<file path="config.mk">
export PLATFORM = sky130hd
export DESIGN_NAME = mem_access_seq_flat
export DESIGN_NICKNAME = d
export VERILOG_FILES = /design/src/rtl/mem_access_if.sv /design/src/rtl/mem_access_seq.sv /design/src/flat_wrapper.sv
export SDC_FILE = /design/constraint.sdc
export NUM_CORES = 1
export LEC_CHECK = 0
export ABC_AREA = 1
export BUFFER_PORTS_ARGS = -buffer_cell sky130_fd_sc_hd__buf_2
export CAP_MARGIN = 20
export CORE_MARGIN = 2
export CORE_UTILIZATION = 40
export CTS_CLUSTER_SIZE = 20
export DETAILED_ROUTE_END_ITERATION = 16
export PLACE_DENSITY = 0.69
export SLEW_MARGIN = 0
export SYNTH_ARGS = -nofsm -noshare
export SYNTH_HDL_FRONTEND = slang
export SYNTH_SLANG_ARGS = --single-unit
export TNS_END_PERCENT = 50
</file>
<file path="constraint.sdc">
create_clock -name clk -period 1.48 [get_ports clk]
set_input_delay 0.296 -clock clk [delete_from_list [all_inputs] [get_ports clk]]
set_output_delay 0.296 -clock clk [all_outputs]
set_load 0.005 [all_outputs]
</file>
<file path="src/rtl/mem_access_if.sv">
// mem_access_if: request/response and data-memory port bundle for mem_access_seq
interface mem_access_if;
   logic        req;
   logic        is_store;
   logic [2:0]  funct3;
   logic [63:0] addr;
   logic [63:0] wdata;
   logic        busy;
   logic        done;
   logic        err;
   logic [63:0] rdata;
   logic [63:0] mem_addr;
   logic        mem_wr;
   logic [63:0] mem_wdata;
   logic [63:0] mem_rdata;
   modport master (
      output req, is_store, funct3, addr, wdata, mem_rdata,
      input  busy, done, err, rdata, mem_addr, mem_wr, mem_wdata
   );
   modport slave (
      input  req, is_store, funct3, addr, wdata, mem_rdata,
      output busy, done, err, rdata, mem_addr, mem_wr, mem_wdata
   );
endinterface

</file>
<file path="src/rtl/mem_access_seq.sv">
// mem_access_seq: multicycle load/extend and store read-modify-write sequencer for the 64-bit data port
module mem_access_seq #(
   parameter int MEM_LAT = 1
) (
   input logic        clk,
   input logic        reset,
   mem_access_if.slave bus
);
   typedef enum logic [2:0] {IDLE, RD_WAIT, CAPTURE, WRITE, DONE} state_t;
   state_t      state, state_nx;
   logic [3:0]  cnt;
   logic [63:0] addr_q, wdata_q, mdr, rdata_q, ext, d;
   logic [2:0]  f3_q;
   logic        st_q, ill_q, ill_in;
   assign ill_in = bus.is_store ? bus.funct3[2] : (bus.funct3 == 3'b111);
   assign d = bus.mem_rdata;
   assign ext = f3_q == 3'b000 ? {{56{d[7]}}, d[7:0]} :
                f3_q == 3'b001 ? {{48{d[15]}}, d[15:0]} :
                f3_q == 3'b010 ? {{32{d[31]}}, d[31:0]} :
                f3_q == 3'b100 ? {56'h0, d[7:0]} :
                f3_q == 3'b101 ? {48'h0, d[15:0]} :
                f3_q == 3'b110 ? {32'h0, d[31:0]} : d;
   assign bus.mem_wdata = f3_q[1:0] == 2'b00 ? {mdr[63:8], wdata_q[7:0]} :
                          f3_q[1:0] == 2'b01 ? {mdr[63:16], wdata_q[15:0]} :
                          f3_q[1:0] == 2'b10 ? {mdr[63:32], wdata_q[31:0]} : wdata_q;
   assign bus.busy     = state != IDLE;
   assign bus.done     = state == DONE;
   assign bus.err      = state == DONE && ill_q;
   assign bus.mem_wr   = state == WRITE;
   assign bus.mem_addr = addr_q;
   assign bus.rdata    = rdata_q;
   always_comb begin
      state_nx = state;
      case (state)
         IDLE:    state_nx = !bus.req ? IDLE : ill_in ? DONE :
                             (bus.is_store && bus.funct3 == 3'b011) ? WRITE : RD_WAIT;
         RD_WAIT: state_nx = cnt == 4'd0 ? CAPTURE : RD_WAIT;
         CAPTURE: state_nx = st_q ? WRITE : DONE;
         WRITE:   state_nx = DONE;
         default: state_nx = IDLE;
      endcase
   end
   always_ff @(posedge clk) begin
      if (reset) begin
         state   <= IDLE;
         cnt     <= '0;
         addr_q  <= '0;
         wdata_q <= '0;
         mdr     <= '0;
         rdata_q <= '0;
         f3_q    <= '0;
         st_q    <= 1'b0;
         ill_q   <= 1'b0;
      end else begin
         state <= state_nx;
         if (state == IDLE && bus.req) begin
            addr_q  <= bus.addr;
            wdata_q <= bus.wdata;
            f3_q    <= bus.funct3;
            st_q    <= bus.is_store;
            ill_q   <= ill_in;
            cnt     <= 4'(MEM_LAT - 1);
         end else if (state == RD_WAIT && cnt != 4'd0) begin
            cnt <= cnt - 4'd1;
         end
         if (state == CAPTURE) begin
            mdr <= bus.mem_rdata;
            if (!st_q) rdata_q <= ext;
         end
      end
   end
endmodule

</file>
<file path="src/flat_wrapper.sv">
// flat-port wrapper written by rule: the top's interface ports become plain ports
module mem_access_seq_flat 
#(
   parameter int MEM_LAT = 1
)
  (clk, reset, bus_req, bus_is_store, bus_funct3, bus_addr, bus_wdata, bus_mem_rdata, bus_busy, bus_done, bus_err, bus_rdata, bus_mem_addr, bus_mem_wr, bus_mem_wdata);
  mem_access_if bus_i ();
  input logic clk;
  input logic reset;
  input wire logic [$bits(bus_i.req)-1:0] bus_req;
  input wire logic [$bits(bus_i.is_store)-1:0] bus_is_store;
  input wire logic [$bits(bus_i.funct3)-1:0] bus_funct3;
  input wire logic [$bits(bus_i.addr)-1:0] bus_addr;
  input wire logic [$bits(bus_i.wdata)-1:0] bus_wdata;
  input wire logic [$bits(bus_i.mem_rdata)-1:0] bus_mem_rdata;
  output wire logic [$bits(bus_i.busy)-1:0] bus_busy;
  output wire logic [$bits(bus_i.done)-1:0] bus_done;
  output wire logic [$bits(bus_i.err)-1:0] bus_err;
  output wire logic [$bits(bus_i.rdata)-1:0] bus_rdata;
  output wire logic [$bits(bus_i.mem_addr)-1:0] bus_mem_addr;
  output wire logic [$bits(bus_i.mem_wr)-1:0] bus_mem_wr;
  output wire logic [$bits(bus_i.mem_wdata)-1:0] bus_mem_wdata;
  assign bus_i.req = bus_req;
  assign bus_i.is_store = bus_is_store;
  assign bus_i.funct3 = bus_funct3;
  assign bus_i.addr = bus_addr;
  assign bus_i.wdata = bus_wdata;
  assign bus_i.mem_rdata = bus_mem_rdata;
  assign bus_busy = bus_i.busy;
  assign bus_done = bus_i.done;
  assign bus_err = bus_i.err;
  assign bus_rdata = bus_i.rdata;
  assign bus_mem_addr = bus_i.mem_addr;
  assign bus_mem_wr = bus_i.mem_wr;
  assign bus_mem_wdata = bus_i.mem_wdata;
  mem_access_seq #(.MEM_LAT(MEM_LAT)) u_core (.clk(clk), .reset(reset), .bus(bus_i));
endmodule
</file>
==> results of run 1 <==
metrics by stage:
stage | instances | setup slack, ns | util [%] | hold slack, ns | power, mW
after floorplan | 1348 | 0.0481 | - | 0.425 | 9.44
after global placement | 1995 | -0.0114 | 50.0 | 0.432 | 10.6
after detailed placement | 1995 | -0.0849 | 50.0 | 0.437 | 10.6
after CTS | 2120 | -0.393 | 57.4 | 0.000509 | 18.3
after global routing | 2149 | -0.459 | 61.2 | 0.0125 | 19.5
final | 2150 | -0.401 | 61.2 | 0.0179 | 18.7
worst paths after layout:
kind                 startpoint                 endpoint  slack, ns  depth (start not counted)
min reg2reg  u_core.wdata_q[62]       u_core.wdata_q[62]       0.45                          2
max              u_core.f3_q[1]        bus_mem_wdata[18]      -0.40                          6
max reg2reg     u_core.state[2]     u_core.bus.rdata[45]      -0.15                          9
min                bus_addr[47]  u_core.bus.mem_addr[47]       0.02                          3
worst min-delay path, cell delays in order:
cell,delay (ns)
buf_2,0.09
nand2_1,0.05
a21oi_1,0.06
power by group:
| group | switching, mW | internal, mW | leakage (nW) | total (mW) |
|---|---|---|---|---|
| clock | 2.83 | 4.60 | 0.486 | 7.44 |
| sequential | 0.265 | 7.55 | 2.13 | 7.81 |
| combinational | 1.94 | 1.54 | 4.45 | 3.48 |
cells in the final DEF, fill, tap and decap left out, types with 6 or more instances in the layout:
| master | synthesis | routed |
|---|---|---|
| o21ai_0 | 238 | 122 |
| nand2_1 | 266 | 239 |
| inv_1 | 120 | 116 |
| clkbuf_16 | 0 | 43 |
| nor2_1 | 59 | 59 |
| o21ai_1 | 30 | 89 |
| o21ai_2 | 1 | 54 |
| clkbuf_8 | 0 | 7 |
| buf_2 | 30 | 394 |
| dfxtp_1 | 260 | 255 |
| o211ai_1 | 7 | 7 |
| buf_6 | 8 | 7 |
| a21oi_1 | 201 | 176 |
| dlygate4sd3_1 | 0 | 72 |
| a21oi_2 | 20 | 45 |
| nand2_2 | 3 | 26 |
| buf_4 | 17 | 18 |
| buf_12 | 0 | 18 |
| nand3_1 | 8 | 6 |
routing by layer:
layer  wire length, µm  vias to the layer above  part of all wire, %
met5                 0                        -                    0
met4              1630                        0                  4.5
met3              2680                       95                  7.4
met2             17400                      429                   48
met1             14600                     5101                   40
li1                  -                     5315                    -
state kept, by name, indices dropped and copies added (netlist names):
name and flops:
u_core.cnt 4, u_core.ill_q 1, u_core.wdata_q 64, u_core.bus.rdata 64, u_core.f3_q 3, u_core.bus.mem_addr 64
u_core.mdr 56, u_core.st_q 1, u_core.state 3
layout make-up:
cell class / instances / area [µm²] / area share [%]
Timing Repair Buffer: 530 / 3780 / 24.5
Clock buffer: 41 / 841 / 5.45
Antenna cell: 4 / 10.0 / 0.0649
Sequential cell: 260 / 5220 / 33.8
Clock inverter: 9 / 148 / 0.957
Inverter: 125 / 512 / 3.32
Tap cell: 330 / 413 / 2.68
Multi-Input combinational cell: 851 / 4490 / 29.1
logic make-up after synthesis:
logic type	count (synthesis)	share of synthesized area [%]
buf+inv	237	10.2
fa+ha+maj	1	0.122
flops	260	50.8
compound gates	499	25.3
xor+xnor	1	0.0854
simple gates	350	13.5
timing repair:
item                                    CTS  global route
pin swaps                                 1            31
hold buffers                             72             0
setup buffers                             2            10
endpoints found under the setup margin   67           164
hold endpoints to repair                 72             0
gates cloned                              1            16
resized for setup                        74           214
==> impl_metrics.csv, run 1 <==
group,metric,value,unit
cells_and_area,nFillCells,2137,
timing,fin_tns_setup,-25.89,ns
logic_synthesis,synthArstFlopShare,0,%
timing,period_share,127,%
logic_synthesis,yosysSeqAreaShare,50.8,%
global_routing,antenna_found_initial,3,
power,leakage,7.07,nW
power,p_per_area,1210,nW/µm²
cells_and_area,area_growth,50.4,%
logic_synthesis,syn_avg_cell_area,7.61,µm²
routing,first_pass_iters,6,
status,violations,"setup timing",
timing,fin_skew,0.0108,ns
global_routing,grt_pass1_wl,51300,µm
timing,setup_viol,154,
floorplanning,coreArea,25200,µm²
logic_synthesis,ys.flop_type,"dfxtp_1",
placement,io_buffers,394,
cells_and_area,final_area,15400,µm²
critical_path,crit_family,"buffers and inverters",
power,ir_drop,991,µV
cts,cts_tree,"done",
critical_path,criticalPathCategory,"reg2out",
placement,globalplace.congestion,0.845,
global_routing,grtUsageMet1,28.7,%
logic_synthesis,synth_cells,1348,
cells_and_area,fin_nets,1996,
placement,placed_area,12600,µm²
global_routing,grt.overflow.total,0,
run,cap_violations,0,
routing,detail-route-antenna-nets,0,
timing,max_freq,532,MHz
cts,cts_buffer_depth,3,
routing,via_count,10900,
logic_synthesis,ys_top_cells_by_area,"dfxtp_1 (51%), o21ai_0 (12%), a21oi_1 (9.8%)",
critical_path,required,1.18,ns
global_routing,grt_max_degree,101,
logic_synthesis,ys_seq_elements,260,
cells_and_area,drive_gt1_share,36.3,%
timing,final_hold_viol_count,0,
timing,rsz0062_at_grt,"yes",
global_routing,track_usage,23.6,%
critical_path,crit_arrival,1.58,ns
timing,period_minus_slack,1.88,ns
logic_synthesis,yosys_warnings,0,
timing,max_slew_margin,69.2,%
floorplanning,start_util,40.7,%
routing,drt_iter0_drc,857,
critical_path,worstPathCellList,"buf_6 -> inv_8 -> clkbuf_16 -> nand2_2 -> o21ai_2 -> buf_2",
critical_path,crit_path_max_fanout,8,
logic_synthesis,yosysMostFrequentCell,"nand2_1",
routing,drt-total-wl,36300,µm
global_routing,met2_usage,39.8,%
routing,wl_per_cell,16.9,µm
floorplanning,design.portCount,395,
routing,routed_via_density,5.09,
cts,clk_latency,0.54,ns
timing,maxSlewViolCount,0,
cts,cts_made_buffers,28,
floorplanning,fp.dieH,164,µm
global_routing,grtUsageMet3,5.10,%
floorplanning,die_x,164,µm
critical_path,critPathSlowestCell,"dfxtp_4",
logic_synthesis,synth_edf_count,0,
placement,hpwlAfterDp,22400,µm
logic_synthesis,yosysUniqueCellTypes,30,
min_path,hp-class,"in2reg",
critical_path,cp_num_buf_inv,4,
logic_synthesis,synthTopCellsByCount,"nand2_1 (266), dfxtp_1 (260), o21ai_0 (238)",
global_routing,grt_pass1_vias,10000,
logic_synthesis,synth_nets,1548,
timing,worst_pin_slew,0.462,ns
status,status,"complete, but fails checks",
logic_synthesis,synth_top_area_share,50.8,%
logic_synthesis,synth_area_leader_cell,"dfxtp_1",
critical_path,slowest_delay,0.38,ns
floorplanning,placementRows,58,
cts,clk_pin_slew_worst_paths,0.06,ns
logic_synthesis,synth_area,10300,µm²
critical_path,crit_path_start_kind,"flop",
global_routing,grt-busiest-layer,"met2",
timing,timing.final.ws_setup,-0.401,ns
cts,root_buffer,"clkbuf_16",
routing,post-route-drc-count,0,
cts,cts_sinks,260,
floorplanning,die-area,26900,µm²
cts,htree_levels,1,
critical_path,crit_path_end_kind,"primary output",
(Power assumes the default switching activity.)
==> inputs of run 2 (changes only) <==
HOLD_SLACK_MARGIN = 0.02   (was unset)
==> impl_metrics.csv, run 2 (synthesis results as in run 1) <==
group,metric,value,unit
critical_path,criticalPathCategory,"reg2out",
cts,clk_latency,0.54,ns
placement,hpwlAfterDp,22400,µm
power,p_per_area,1190,nW/µm²
critical_path,crit_path_start_kind,"flop",
min_path,holdPathStages,3,
cells_and_area,utilization,63.8,%
critical_path,cp_num_buf_inv,4,
critical_path,critPathSlowestCell,"dfxtp_4",
cts,cts_made_buffers,28,
timing,fin_tns_setup,-29.18,ns
cts,cts_tree,"done",
timing,fin_skew,0.0107,ns
global_routing,antenna_found_initial,2,
timing,period_minus_slack,1.89,ns
cts,clk_pin_slew_worst_paths,0.06,ns
critical_path,required,1.18,ns
cells_and_area,drive_gt1_share,37.0,%
critical_path,crit_path_max_fanout,8,
global_routing,grt.overflow.total,0,
cells_and_area,fin_nets,2044,
critical_path,crit_arrival,1.59,ns
critical_path,r2r_start,"u_core.state[2]",
critical_path,rr_worst_depth,9,
cells_and_area,area_growth,56.7,%
cells_and_area,final_cell_mix,"buf_2 (394), dfxtp_1 (255), nand2_1 (224), a21oi_1 (170), inv_1 (116)",
floorplanning,fp.dieH,164,µm
cells_and_area,layout_commonest_cell,"buf_2",
placement,placed_area,12600,µm²
routing,routed_via_density,5.14,
min_path,hold_start,"bus_wdata[21]",
routing,wl_per_cell,17.4,µm
critical_path,reg2reg_to,"u_core.bus.mem_addr[31]",
critical_path,slowest_delay,0.38,ns
timing,timing.final.ws_setup,-0.407,ns
floorplanning,design.portCount,395,
critical_path,crit_family,"buffers and inverters",
critical_path,crit_path_end_kind,"primary output",
global_routing,track_usage,24.0,%
timing,setup_viol,213,
status,status,"complete, but fails checks",
critical_path,worstPathCellList,"buf_6 -> inv_8 -> clkbuf_16 -> nand2_2 -> o21ai_2 -> buf_2",
floorplanning,die_x,164,µm
cts,htree_levels,1,
power,leakage,7.35,nW
floorplanning,coreArea,25200,µm²
timing,worst_pin_slew,0.445,ns
timing,rsz0062_at_grt,"yes",
cts,cts_sinks,260,
routing,first_pass_iters,5,
min_path,hp-class,"in2reg",
routing,drt-total-wl,38200,µm
floorplanning,placementRows,58,
timing,maxSlewViolCount,0,
run,cap_violations,0,
global_routing,grt_pass1_wl,52500,µm
placement,globalplace.congestion,0.845,
cts,cts_buffer_depth,3,
power,ir_drop,1030,µV
placement,io_buffers,394,
timing,max_freq,530,MHz
cells_and_area,final_area,16100,µm²
routing,drt_iter0_drc,940,
routing,post-route-drc-count,0,
floorplanning,start_util,40.7,%
floorplanning,die-area,26900,µm²
status,violations,"setup timing",
global_routing,grt_max_degree,101,
global_routing,grt_pass1_vias,10400,
routing,via_count,11300,
critical_path,rrSetupSlack,-0.15,ns
routing,detail-route-antenna-nets,0,
timing,max_slew_margin,70.3,%
cts,root_buffer,"clkbuf_16",
timing,final_hold_viol_count,0,
min_path,min_to,"u_core.wdata_q[21]",
timing,period_share,127,%
==> run 2: cell types whose count changed in the layout (fill, tap and decap cells not counted), sizes merged <==
| cell | change |
|---|---|
| dlygate4sd3 | +40 |
| clkbuf | +3 |
| inv | -1 |
| buf | +5 |
| clkinv | +1 |
| diode | -2 |
==> run 2: timing repair <==
| item | CTS | global route |
|---|---|---|
| setup buffers | 2 | 15 |
| gates resized for setup | 74 | 256 |
| setup endpoints to repair | 67 | 167 |
| hold buffers | 112 | 0 |
| endpoints found under the hold margin | 112 | 0 |
| cloned | 1 | 19 |
| pin swaps | 1 | 34 |
==> run 2: final cells by class <==
type	instances	area [µm²]
fillers	2052	9110
flip-flops and latches	260	5220
multi-input cells	851	4590
repair buffers	578	4330
clock buffers	41	841
inverters	125	522
well taps	330	413
clock inverters	9	148
diodes	2	5.00
==> run 2: per-stage QoR <==
stage | setup slack [ns] | total power [mW] | std cells | hold WS [ns]
floorplan | 0.0481 | 9.44 | 1348 | 0.425
global placement | -0.0114 | 10.6 | 1995 | 0.432
detailed placement | -0.0849 | 10.6 | 1995 | 0.437
CTS | -0.393 | 18.4 | 2160 | 0.0202
global route | -0.451 | 19.8 | 2196 | 0.0231
finish | -0.407 | 19.1 | 2196 | 0.0264
==> run 2: per-layer routing <==
layer  part of all wire [%]  vias up  GRT usage, %
li1                       -     5403             -
met4                    4.6        0          10.0
met2                     49      444          41.1
met3                    6.7      113          5.23
met5                      0        -             0
met1                     40     5334          29.1
==> run 2: how the worst max path moves through the flow <==
stage	from	endpoint	slack [ns]	cells after the start
6_report	u_core.f3_q[1]	bus_mem_wdata[18]	-0.41	6
5_1_grt	u_core.f3_q[1]	bus_mem_wdata[18]	-0.45	6
4_1_cts	u_core.f3_q[0]	bus_mem_wdata[11]	-0.39	5
3_5_place_dp	u_core.f3_q[1]	bus_mem_wdata[31]	-0.08	4
3_3_place_gp	u_core.f3_q[1]	bus_mem_wdata[31]	-0.01	4
2_1_floorplan	u_core.f3_q[1]	bus_mem_wdata[45]	0.05	6
==> run 2: report_power, final <==
group          total (mW)  internal, mW  switching (mW)
Sequential           7.82          7.55           0.275
Combinational        3.79          1.73            2.06
Clock                7.46          4.60            2.86
Total                19.1          13.9            5.19
==> run 2: worst reg2reg max path, delay by kind of cell (launching register included) <==
kind                   cells  cell delay, ns
AOI/OAI and AO/OA          1            0.08
DFF                        1            0.34
buffers and inverters      5            0.73
and+or+nand+nor            3            0.35
==> inputs of run 3 (changes only) <==
BUFFER_PORTS_ARGS = -buffer_cell sky130_fd_sc_hd__buf_4   (was -buffer_cell sky130_fd_sc_hd__buf_2)
==> impl_metrics.csv, run 3 (synthesis results as in run 1) <==
group,metric,value,unit
status,status,"complete, but fails checks",
status,violations,"setup timing",
critical_path,worstPathCellList,"nor2_4 -> buf_12 -> buf_12 -> nand2_1 -> o21ai_2 -> buf_4",
global_routing,antenna_found_initial,2,
cts,htree_levels,1,
placement,placed_area,13700,µm²
routing,drt-total-wl,45200,µm
critical_path,crit_path_end_kind,"primary output",
cts,root_buffer,"clkbuf_16",
cts,cts_made_buffers,28,
cells_and_area,drive_gt1_share,41.9,%
cells_and_area,final_cell_mix,"buf_4 (421), dfxtp_1 (255), nand2_1 (218), a21oi_1 (149), inv_1 (114)",
routing,wl_per_cell,20.1,µm
timing,maxSlewViolCount,0,
timing,worst_pin_slew,0.454,ns
timing,period_minus_slack,1.89,ns
critical_path,required,1.18,ns
routing,drt_iter0_drc,900,
global_routing,grt_pass1_vias,11000,
floorplanning,placementRows,58,
cells_and_area,final_area,18400,µm²
critical_path,cp_num_buf_inv,3,
cts,cts_tree,"done",
timing,rsz0062_at_grt,"yes",
cells_and_area,multi_input_area,5030,µm²
cells_and_area,register_area,5220,µm²
cts,clk_pin_slew_worst_paths,0.06,ns
min_path,hp-class,"in2reg",
cells_and_area,utilization,72.9,%
routing,post-route-drc-count,0,
placement,io_buffers,394,
global_routing,track_usage,26.6,%
power,ir_drop,1000,µV
critical_path,slowest_delay,0.39,ns
floorplanning,design.portCount,395,
timing,max_freq,528,MHz
timing,period_share,128,%
critical_path,crit_family,"flip-flops",
run,cap_violations,0,
global_routing,grt_pass1_wl,57200,µm
power,leakage,8.10,nW
global_routing,grt.overflow.total,0,
routing,first_pass_iters,5,
global_routing,grt_max_degree,77,
timing,fin_tns_setup,-36.22,ns
cts,clk_latency,0.55,ns
critical_path,crit_arrival,1.60,ns
timing,timing.final.ws_setup,-0.413,ns
critical_path,critPathSlowestCell,"dfxtp_4",
cells_and_area,layout_commonest_cell,"buf_4",
timing,final_hold_viol_count,0,
cells_and_area,area_growth,79.1,%
critical_path,crit_path_start_kind,"flop",
floorplanning,coreArea,25200,µm²
critical_path,crit_path_max_fanout,6,
timing,max_slew_margin,69.7,%
timing,fin_skew,0.0181,ns
power,p_per_area,1110,nW/µm²
placement,preCtsSetupSlack,-0.108,ns
cts,cts_sinks,260,
floorplanning,fp.dieH,164,µm
routing,via_count,12000,
cells_and_area,nFillCells,1689,
routing,detail-route-antenna-nets,0,
timing,setup_viol,272,
floorplanning,die_x,164,µm
cts,cts_buffer_depth,3,
floorplanning,die-area,26900,µm²
cells_and_area,fin_nets,2095,
placement,hpwlAfterDp,23700,µm
critical_path,criticalPathCategory,"reg2out",
critical_path,worst_path_most_repeated_cell,"buf_12",
placement,globalplace.congestion,0.844,
routing,routed_via_density,5.34,
floorplanning,start_util,40.7,%
## run 3: path summary, 6_finish.rpt
path	start	to	slack, ns	cells after the start
hold reg to reg	u_core.wdata_q[61]	u_core.wdata_q[61]	0.45	2
setup reg to reg	u_core.state[2]	u_core.wdata_q[9]	-0.20	8
setup / recovery	u_core.f3_q[1]	bus_mem_wdata[13]	-0.41	6
hold / removal	bus_wdata[44]	u_core.wdata_q[44]	0.01	3
## run 3: metrics by stage
step	hold slack (ns)	power (mW)	std cells
global placement	0.432	11.1	2007
floorplan	0.425	9.44	1348
detailed placement	0.439	11.1	2007
finish	0.0136	20.4	2246
global route	0.00165	21.0	2246
CTS	0.0201	19.1	2192
## run 3: worst register-to-register path: cells and delay by family (launching register included)
family	cells	cell delay, ns
buffers and inverters	4	0.63
flip-flops	1	0.33
AO/OA/AOI/OAI	2	0.31
AND/OR/NAND/NOR	2	0.29
## run 3: where the power goes
part | total (mW) | switching, mW | internal [mW]
Sequential | 7.87 | 0.327 | 7.55
Clock | 7.60 | 2.96 | 4.64
Combinational | 4.89 | 2.41 | 2.48
## run 3: layer usage
layer | global-route usage, % | vias up | wire length (µm)
li1 | - | 5503 | -
met1 | 31.5 | 5720 | 17000
met2 | 46.3 | 603 | 22300
met3 | 5.45 | 169 | 3370
met4 | 11.5 | 2 | 2530
met5 | 0 | - | 13
## run 3: repair_timing
| item | 4_1_cts | 5_1_grt |
|---|---|---|
| gates resized for setup | 175 | 317 |
| setup endpoints to repair | 141 | 316 |
| pin swaps | 24 | 42 |
| hold buffers | 112 | 0 |
| hold endpoints to repair | 112 | 0 |
| gates cloned | 8 | 33 |
| buffers inserted | 15 | 27 |
## run 3: final cells by class
type / instances / share of cell area, %
Timing Repair Buffer: 627 / 33.5
Sequential cell: 260 / 28.4
Clock inverter: 10 / 0.818
Timing Repair inverter: 1 / 0.0886
Clock buffer: 40 / 4.61
Tap cell: 330 / 2.25
Antenna cell: 1 / 0.0136
Inverter: 125 / 2.86
Multi-Input combinational cell: 852 / 27.4
